$ cat config.mk
export PLATFORM = sky130hd
export DESIGN_NAME = motion_indicator_decoder_flat
export DESIGN_NICKNAME = d
export VERILOG_FILES = /design/src/rtl/motion_indicator_decoder_pkg.sv /design/src/rtl/motion_indicator_decoder_if.sv /design/src/rtl/motion_indicator_decoder_seg_interval_timer.sv /design/src/rtl/motion_indicator_decoder.sv /design/src/flat_wrapper.sv
export SDC_FILE = /design/constraint.sdc
export NUM_CORES = 1
export LEC_CHECK = 0
export BUFFER_PORTS_ARGS = -buffer_cell sky130_fd_sc_hd__buf_2
export CAP_MARGIN = 10
export CORE_MARGIN = 3
export CORE_UTILIZATION = 45
export DETAILED_ROUTE_END_ITERATION = 8
export PLACE_DENSITY = 0.73
export SLEW_MARGIN = 20
export SYNTH_ARGS = -nofsm -noshare
export SYNTH_HDL_FRONTEND = slang
export SYNTH_SLANG_ARGS = --single-unit
$ cat constraint.sdc
create_clock -name clk -period 5.8 [get_ports clk]
set_clock_uncertainty 0.15 [all_clocks]
set_input_delay 1.45 -clock clk [delete_from_list [all_inputs] [get_ports clk]]
set_output_delay 1.45 -clock clk [all_outputs]
set_load 0.03 [all_outputs]
$ cat src/rtl/motion_indicator_decoder_pkg.sv
// Shared motion-digit encodings and ring helpers used by the decoder and
// the motion indicator FSM.
package motion_indicator_decoder_pkg;

  typedef enum logic [2:0] {
    MODE_STOP = 3'd0,
    MODE_R1X  = 3'd1,
    MODE_R2X  = 3'd2,
    MODE_L1X  = 3'd3,
    MODE_L2X  = 3'd4,
    MODE_FWD  = 3'd5,
    MODE_REV  = 3'd6
  } mode_e;

  typedef enum logic [2:0] {
    XN_NEUTRAL,
    XN_MOVE,
    XN_STOP,
    XN_ILLEGAL,
    XN_JUMP
  } xition_e;

  localparam logic [4:0] SEG_A     = 5'd16;
  localparam logic [4:0] SEG_B     = 5'd17;
  localparam logic [4:0] SEG_C     = 5'd18;
  localparam logic [4:0] SEG_D     = 5'd19;
  localparam logic [4:0] SEG_E     = 5'd20;
  localparam logic [4:0] SEG_F     = 5'd21;
  localparam logic [4:0] SEG_G     = 5'd22;
  localparam logic [4:0] SEG_BLANK = 5'd23;

  function automatic logic is_ring(input logic [4:0] c);
    return (c >= SEG_A) && (c <= SEG_F);
  endfunction

  function automatic logic [4:0] ring_next(input logic [4:0] c);
    return (c == SEG_F) ? SEG_A : c + 5'd1;
  endfunction

  function automatic logic [4:0] ring_prev(input logic [4:0] c);
    return (c == SEG_A) ? SEG_F : c - 5'd1;
  endfunction

endpackage

$ cat src/rtl/motion_indicator_decoder_if.sv
// Code stream in, decoded motion status out.
interface motion_indicator_decoder_if;
  logic [4:0] seg_code;
  logic [2:0] motion_mode;
  logic       mode_valid;
  logic       mode_change;
  logic       err;

  modport master (
    output seg_code,
    input  motion_mode, mode_valid, mode_change, err
  );

  modport slave (
    input  seg_code,
    output motion_mode, mode_valid, mode_change, err
  );
endinterface

$ cat src/rtl/motion_indicator_decoder_seg_interval_timer.sv
// Cycles since the last code change, saturating at TIMEOUT, with a single
// timeout pulse per stall.
module seg_interval_timer #(
  parameter int CNT_W   = 27,
  parameter int TIMEOUT = 60_000_000
) (
  input  logic             clk,
  input  logic             reset,
  input  logic             i_clear,
  output logic [CNT_W-1:0] o_ivl,
  output logic             o_sat,
  output logic             o_timeout_pulse
);

  localparam logic [CNT_W-1:0] TMO = CNT_W'(TIMEOUT);

  logic [CNT_W-1:0] r_ivl;
  logic             r_fired;

  assign o_ivl           = r_ivl;
  assign o_sat           = (r_ivl == TMO);
  // A change in the same cycle wins over the timeout.
  assign o_timeout_pulse = o_sat && !r_fired && !i_clear;

  always_ff @(posedge clk) begin
    if (reset) begin
      r_ivl   <= '0;
      r_fired <= 1'b0;
    end else if (i_clear) begin
      r_ivl   <= '0;
      r_fired <= 1'b0;
    end else begin
      if (!o_sat)          r_ivl   <= r_ivl + 1'b1;
      if (o_timeout_pulse) r_fired <= 1'b1;
    end
  end

endmodule

$ cat src/rtl/motion_indicator_decoder.sv
// Recovers the rojobot motion mode from the seven-segment code stream that
// drives the motion digit.
module motion_indicator_decoder
  import motion_indicator_decoder_pkg::*;
#(
  parameter int SPEED_THRESH = 15_000_000,
  parameter int TIMEOUT      = 60_000_000,
  parameter int CONFIRM      = 2,
  parameter int CNT_W        = 27
) (
  input logic                        clk,
  input logic                        reset,
  motion_indicator_decoder_if.slave  io_bus
);

  localparam logic [2:0]       CONF  = 3'(CONFIRM);
  localparam logic [CNT_W-1:0] SPEED = CNT_W'(SPEED_THRESH);

  logic [4:0]       r_cur_q;
  mode_e            r_cand;
  logic [2:0]       r_agree;
  mode_e            r_mode;
  logic             r_valid;
  logic             r_change;
  logic             r_err;

  logic             w_change;
  logic [CNT_W-1:0] w_ivl;
  logic             w_sat;
  logic             w_tmo_pulse;
  logic             w_timeout;
  logic             w_fast;
  xition_e          w_kind;
  mode_e            w_cls;
  mode_e            w_cand_nx;
  logic [2:0]       w_agree_nx;
  mode_e            w_mode_nx;
  logic             w_valid_nx;
  logic             w_err_nx;
  logic             w_chg_nx;

  assign w_change  = (io_bus.seg_code != r_cur_q);
  assign w_timeout = w_sat && w_tmo_pulse;
  assign w_fast    = (w_ivl < SPEED);

  seg_interval_timer #(
    .CNT_W   (CNT_W),
    .TIMEOUT (TIMEOUT)
  ) u_timer (
    .clk             (clk),
    .reset           (reset),
    .i_clear         (w_change),
    .o_ivl           (w_ivl),
    .o_sat           (w_sat),
    .o_timeout_pulse (w_tmo_pulse)
  );

  // Classify the transition p=r_cur_q -> n=seg_code.
  always_comb begin
    w_kind = XN_NEUTRAL;
    w_cls  = MODE_STOP;
    if ((io_bus.seg_code < SEG_A) || (io_bus.seg_code > SEG_BLANK)) begin
      w_kind = XN_ILLEGAL;
    end else if (io_bus.seg_code == SEG_G) begin
      w_kind = XN_STOP;
    end else if (is_ring(r_cur_q) && is_ring(io_bus.seg_code)) begin
      if (io_bus.seg_code == ring_next(r_cur_q)) begin
        w_kind = XN_MOVE;
        w_cls  = w_fast ? MODE_R2X : MODE_R1X;
      end else if (io_bus.seg_code == ring_prev(r_cur_q)) begin
        w_kind = XN_MOVE;
        w_cls  = w_fast ? MODE_L2X : MODE_L1X;
      end else begin
        w_kind = XN_JUMP;
      end
    end else if (((r_cur_q == SEG_A) && (io_bus.seg_code == SEG_BLANK)) ||
                 ((r_cur_q == SEG_BLANK) && (io_bus.seg_code == SEG_A))) begin
      w_kind = XN_MOVE;
      w_cls  = MODE_FWD;
    end else if (((r_cur_q == SEG_D) && (io_bus.seg_code == SEG_BLANK)) ||
                 ((r_cur_q == SEG_BLANK) && (io_bus.seg_code == SEG_D))) begin
      w_kind = XN_MOVE;
      w_cls  = MODE_REV;
    end
  end

  // Confirmation, stop bypass and stall handling.
  always_comb begin
    w_cand_nx  = r_cand;
    w_agree_nx = r_agree;
    w_mode_nx  = r_mode;
    w_valid_nx = r_valid;
    w_err_nx   = 1'b0;
    if (w_change) begin
      case (w_kind)
        XN_ILLEGAL: begin
          w_err_nx   = 1'b1;
          w_valid_nx = 1'b0;
          w_agree_nx = '0;
        end
        XN_JUMP: begin
          w_err_nx   = 1'b1;
          w_agree_nx = '0;
        end
        XN_STOP: begin
          w_mode_nx  = MODE_STOP;
          w_valid_nx = 1'b1;
          w_agree_nx = '0;
        end
        XN_MOVE: begin
          if (w_cls == r_cand) begin
            w_agree_nx = (r_agree >= CONF) ? CONF : r_agree + 3'd1;
          end else begin
            w_cand_nx  = w_cls;
            w_agree_nx = 3'd1;
          end
          if (w_agree_nx == CONF) begin
            w_mode_nx  = w_cand_nx;
            w_valid_nx = 1'b1;
          end
        end
        default: w_agree_nx = '0;
      endcase
    end else if (w_timeout) begin
      if (r_cur_q == SEG_G) begin
        w_mode_nx  = MODE_STOP;
        w_valid_nx = 1'b1;
      end else begin
        w_valid_nx = 1'b0;
      end
    end
    w_chg_nx = (w_mode_nx != r_mode) || (w_valid_nx && !r_valid);
  end

  always_ff @(posedge clk) begin
    if (reset) begin
      r_cur_q  <= SEG_BLANK;
      r_cand   <= MODE_STOP;
      r_agree  <= '0;
      r_mode   <= MODE_STOP;
      r_valid  <= 1'b0;
      r_change <= 1'b0;
      r_err    <= 1'b0;
    end else begin
      r_cur_q  <= io_bus.seg_code;
      r_cand   <= w_cand_nx;
      r_agree  <= w_agree_nx;
      r_mode   <= w_mode_nx;
      r_valid  <= w_valid_nx;
      r_change <= w_chg_nx;
      r_err    <= w_err_nx;
    end
  end

  assign io_bus.motion_mode = r_mode;
  assign io_bus.mode_valid  = r_valid;
  assign io_bus.mode_change = r_change;
  assign io_bus.err         = r_err;

endmodule

$ cat src/flat_wrapper.sv
// flat-port wrapper written by rule: the top's interface ports become plain ports
module motion_indicator_decoder_flat import motion_indicator_decoder_pkg::*;
#(
  parameter int SPEED_THRESH = 15_000_000,
  parameter int TIMEOUT      = 60_000_000,
  parameter int CONFIRM      = 2,
  parameter int CNT_W        = 27
)
  (clk, reset, io_bus_seg_code, io_bus_motion_mode, io_bus_mode_valid, io_bus_mode_change, io_bus_err);
  motion_indicator_decoder_if io_bus_i ();
  input logic clk;
  input logic reset;
  input wire logic [$bits(io_bus_i.seg_code)-1:0] io_bus_seg_code;
  output wire logic [$bits(io_bus_i.motion_mode)-1:0] io_bus_motion_mode;
  output wire logic [$bits(io_bus_i.mode_valid)-1:0] io_bus_mode_valid;
  output wire logic [$bits(io_bus_i.mode_change)-1:0] io_bus_mode_change;
  output wire logic [$bits(io_bus_i.err)-1:0] io_bus_err;
  assign io_bus_i.seg_code = io_bus_seg_code;
  assign io_bus_motion_mode = io_bus_i.motion_mode;
  assign io_bus_mode_valid = io_bus_i.mode_valid;
  assign io_bus_mode_change = io_bus_i.mode_change;
  assign io_bus_err = io_bus_i.err;
  motion_indicator_decoder #(.SPEED_THRESH(SPEED_THRESH), .TIMEOUT(TIMEOUT), .CONFIRM(CONFIRM), .CNT_W(CNT_W)) u_core (.clk(clk), .reset(reset), .io_bus(io_bus_i));
endmodule
==> impl_metrics.py <==
metrics = {
    "drt": {
        "antenna_left": 0,
        "dr.first_iter.drc_count": 114,
        "wl_per_cell_microns": 14.7,
        "viasPerCell": 5.84,
        "dr_total_vias": 2546,
        "drc_errors": 0,
        "dr.pass1.iters": 4,
        "drt_wl_total_microns": 6420,
    },
    "synth": {
        "synth-seq-area-share": 0.316,
        "synth_area_per_cell_sq_um": 8.10,
        "yosysUniqueCellTypes": 58,
        "synth_edf_count": 0,
        "synth_area_leaders": "dfxtp_1 (32%), xor2_1 (7.1%), nor2_1 (5.7%), xnor2_1 (3.7%), ha_1 (3.5%)",
        "synth_common_cells": "dfxtp_1 (45), nor2_1 (43), nand2_1 (26)",
        "yosysMostFrequentCell": "dfxtp_1",
        "synth_nets": 367,
        "ys.warnings.count": 0,
        "syn_area_sq_um": 2850,
        "synthCells": 352,
        "synth_seq_cells": 45,
        "synth_top_flop_cell": "dfxtp_1",
        "synth_top_area_frac": 0.316,
        "synth_area_leader_cell": "dfxtp_1",
        "synthArstFlopShare": 0,
    },
    "pwr": {
        "switching_power_w": 0.000162,
        "power_frac_comb": 0.105,
        "power.total_w": 0.000598,
        "ir_drop_uv": 124,
        "p_leak_nw": 1.07,
        "clkPwrFrac": 0.361,
        "intPower_w": 0.000436,
        "swShare": 0.270,
        "p_per_area_nw_per_um2": 196,
        "p_seq_frac": 0.533,
    },
    "sta": {
        "finalCritPeriodShare": 0.704,
        "finalSetupViolCount": 0,
        "finalHoldViolations": 0,
        "rsz0062_at_grt": "no",
        "fmax_mhz": 245,
        "period_minus_slack_ns": 4.08,
        "tns_ns": 0,
        "worst_slew_margin_rel": 0.643,
        "slew_viol_final": 0,
        "worstMarginPinSlew_ns": 0.536,
    },
    "cts": {
        "cts-buffers-inserted": 5,
        "clock-sinks": 45,
        "htree_levels": 2,
        "cts_max_path_buffers": 2,
        "clock_latency_ns": 0.30,
        "clkSlewWorstSetupHoldPaths_ns": 0.09,
        "cts_setup_buffers": 0,
        "clockRootBuffer": "clkbuf_8",
        "cts_tree": "yes",
        "hold_buffers": 0,
        "ctsResizeCount": 0,
    },
    "worst_hold_path": {
        "hold_path_class": "register to register",
    },
    "grt": {
        "grt_pass1_vias": 2410,
        "grt_max_degree": 30,
        "track_usage": 0.183,
        "grt_antenna_before_repair": 0,
        "grt_pass1_wl_microns": 11000,
        "grt.overflow.total": 0,
    },
    "cells_and_area": {
        "synthToLayoutAreaGrowth_pct": 7.11,
        "antenna_cells": 0,
        "finalNetCount": 375,
        "drive_gt1_frac": 0.114,
    },
    "floorplanning": {
        "die_h_microns": 85.6,
        "rows": 28,
        "initial_core_util": 0.473,
        "core-area_sq_um": 6030,
        "die_area_sq_um": 7330,
        "die_x_microns": 85.6,
        "ioPinCount": 13,
    },
    "setup_path": {
        "path_max_fanout": 10,
        "cp.arrival_ns": 4.13,
        "cp_slowest_cell": "or4_1",
        "cp-start-kind": "input pin",
        "critPathMaxStageDelay_ns": 0.64,
        "r2r_slack_ns": 2.03,
        "cp_cell_sequence": "buf_2, nand2b_1, a211oi_1, a2bb2oi_1, or4_1, o311a_1, o32ai_4, nor4b_4, o21ai_1, a32o_1",
        "critical_path.top_delay_family": "compound AO/OA/AOI/OAI gates",
        "crit_path_end_kind": "register",
        "required_ns": 5.85,
        "crit_type": "input pin to register",
        "path_buf_inv": 1,
    },
    "status": {
        "status": "finished, final reports clean",
    },
    "place": {
        "gp_congestion": 0.886,
        "place_hpwl_microns": 4630,
        "portBuffers": 12,
    },
    "run": {
        "drv_cap": 0,
    },
}
-- sequential cells by signal (all words and copies together), names as in the netlist --
register                   cells
u_core.r_cur_q                 5
u_core.io_bus.mode_valid       1
u_core.r_agree                 3
u_core.io_bus.motion_mode      3
u_core.r_cand                  3
u_core.io_bus.mode_change      1
u_core.u_timer.o_ivl          27
u_core.io_bus.err              1
u_core.u_timer.r_fired         1
-- final timing paths --
kind | startpoint | end | cells past startpoint
hold / removal | u_core.u_timer.r_fired$_SDFFE_PP0P_ | u_core.u_timer.r_fired$_SDFFE_PP0P_ | 2
setup reg to reg | u_core.r_cur_q[0]$_SDFF_PP1_ | u_core.io_bus.motion_mode[1]$_SDFF_PP0_ | 11
hold reg to reg | u_core.u_timer.r_fired$_SDFFE_PP0P_ | u_core.u_timer.r_fired$_SDFFE_PP0P_ | 2
setup / recovery | io_bus_seg_code[0] | u_core.io_bus.motion_mode[1]$_SDFF_PP0_ | 10
-- placed cells by master, fill, tap and decap left out, types with 11 or more instances in the layout --
cell type | netlist | layout
a21oi_1 | 17 | 17
and3_1 | 15 | 15
buf_2 | 5 | 12
dfxtp_1 | 45 | 45
inv_1 | 12 | 12
nand2_1 | 26 | 26
nand3_1 | 16 | 16
nor2_1 | 43 | 43
nor3_1 | 14 | 14
or2_2 | 11 | 11
xnor2_1 | 12 | 12
xor2_1 | 23 | 23
-- kinds of logic after synthesis --
family                   Yosys count  share of synthesized area
AO/OA/AOI/OAI                     60                      0.159
adder cells (fa/ha/maj)            8                     0.0351
multiplexers                       3                     0.0105
XOR/XNOR                          35                      0.107
AND/OR/NAND/NOR                  177                      0.336
flip-flops                        45                      0.316
buffers and inverters             24                     0.0364
-- worst reg2reg max path, stage by stage, from the launching register on --
cell       delay (ns)
dfxtp_1          0.52
inv_1            0.17
ha_1             0.26
and4bb_2         0.28
a211oi_1         0.17
a2bb2oi_1        0.12
or4_1            0.64
o311a_1          0.42
o32ai_4          0.20
nor4b_4          0.36
o21ai_1          0.11
a32o_1           0.27
-- cell type report --
type / instances / area, sq um
fillers: 581 / 2970
multi-input cells: 283 / 1850
flip-flops and latches: 45 / 901
well taps: 75 / 93.8
clock buffers: 6 / 82.6
repair buffers: 13 / 67.6
inverters: 12 / 45.0
clock inverters: 2 / 17.5
-- metrics by stage --
stage	setup WS [ns]	util	cell area, sq um	std cells	hold slack (ns)
2_1_floorplan	1.65	-	2850	352	0.291
3_3_place_gp	1.50	0.490	2960	428	0.301
3_5_place_dp	1.44	0.490	2960	428	0.324
4_1_cts	1.76	0.507	3060	436	0.337
5_1_grt	1.50	0.507	3060	436	0.396
6_report	1.72	0.507	3060	436	0.347
-- power by group through the flow --
stage	combinational [W]	sequential, W	clock (W)
final	0.0000630	0.000319	0.000216
after global routing	0.0000697	0.000319	0.000233
after CTS	0.0000628	0.000319	0.000224
after detailed placement	0.0000623	0.000326	0
after global placement	0.0000620	0.000325	0
after floorplan	0.0000498	0.000324	0
-- layer usage --
metal / routed length (microns) / track usage / vias to the layer above
li1: - / - / 1282
met5: 0 / 0 / -
met1: 2930 / 0.228 / 1205
met2: 3190 / 0.321 / 53
met3: 231 / 0.0355 / 6
met4: 65 / 0.0475 / 0
Power figures use the tool's default switching activity.
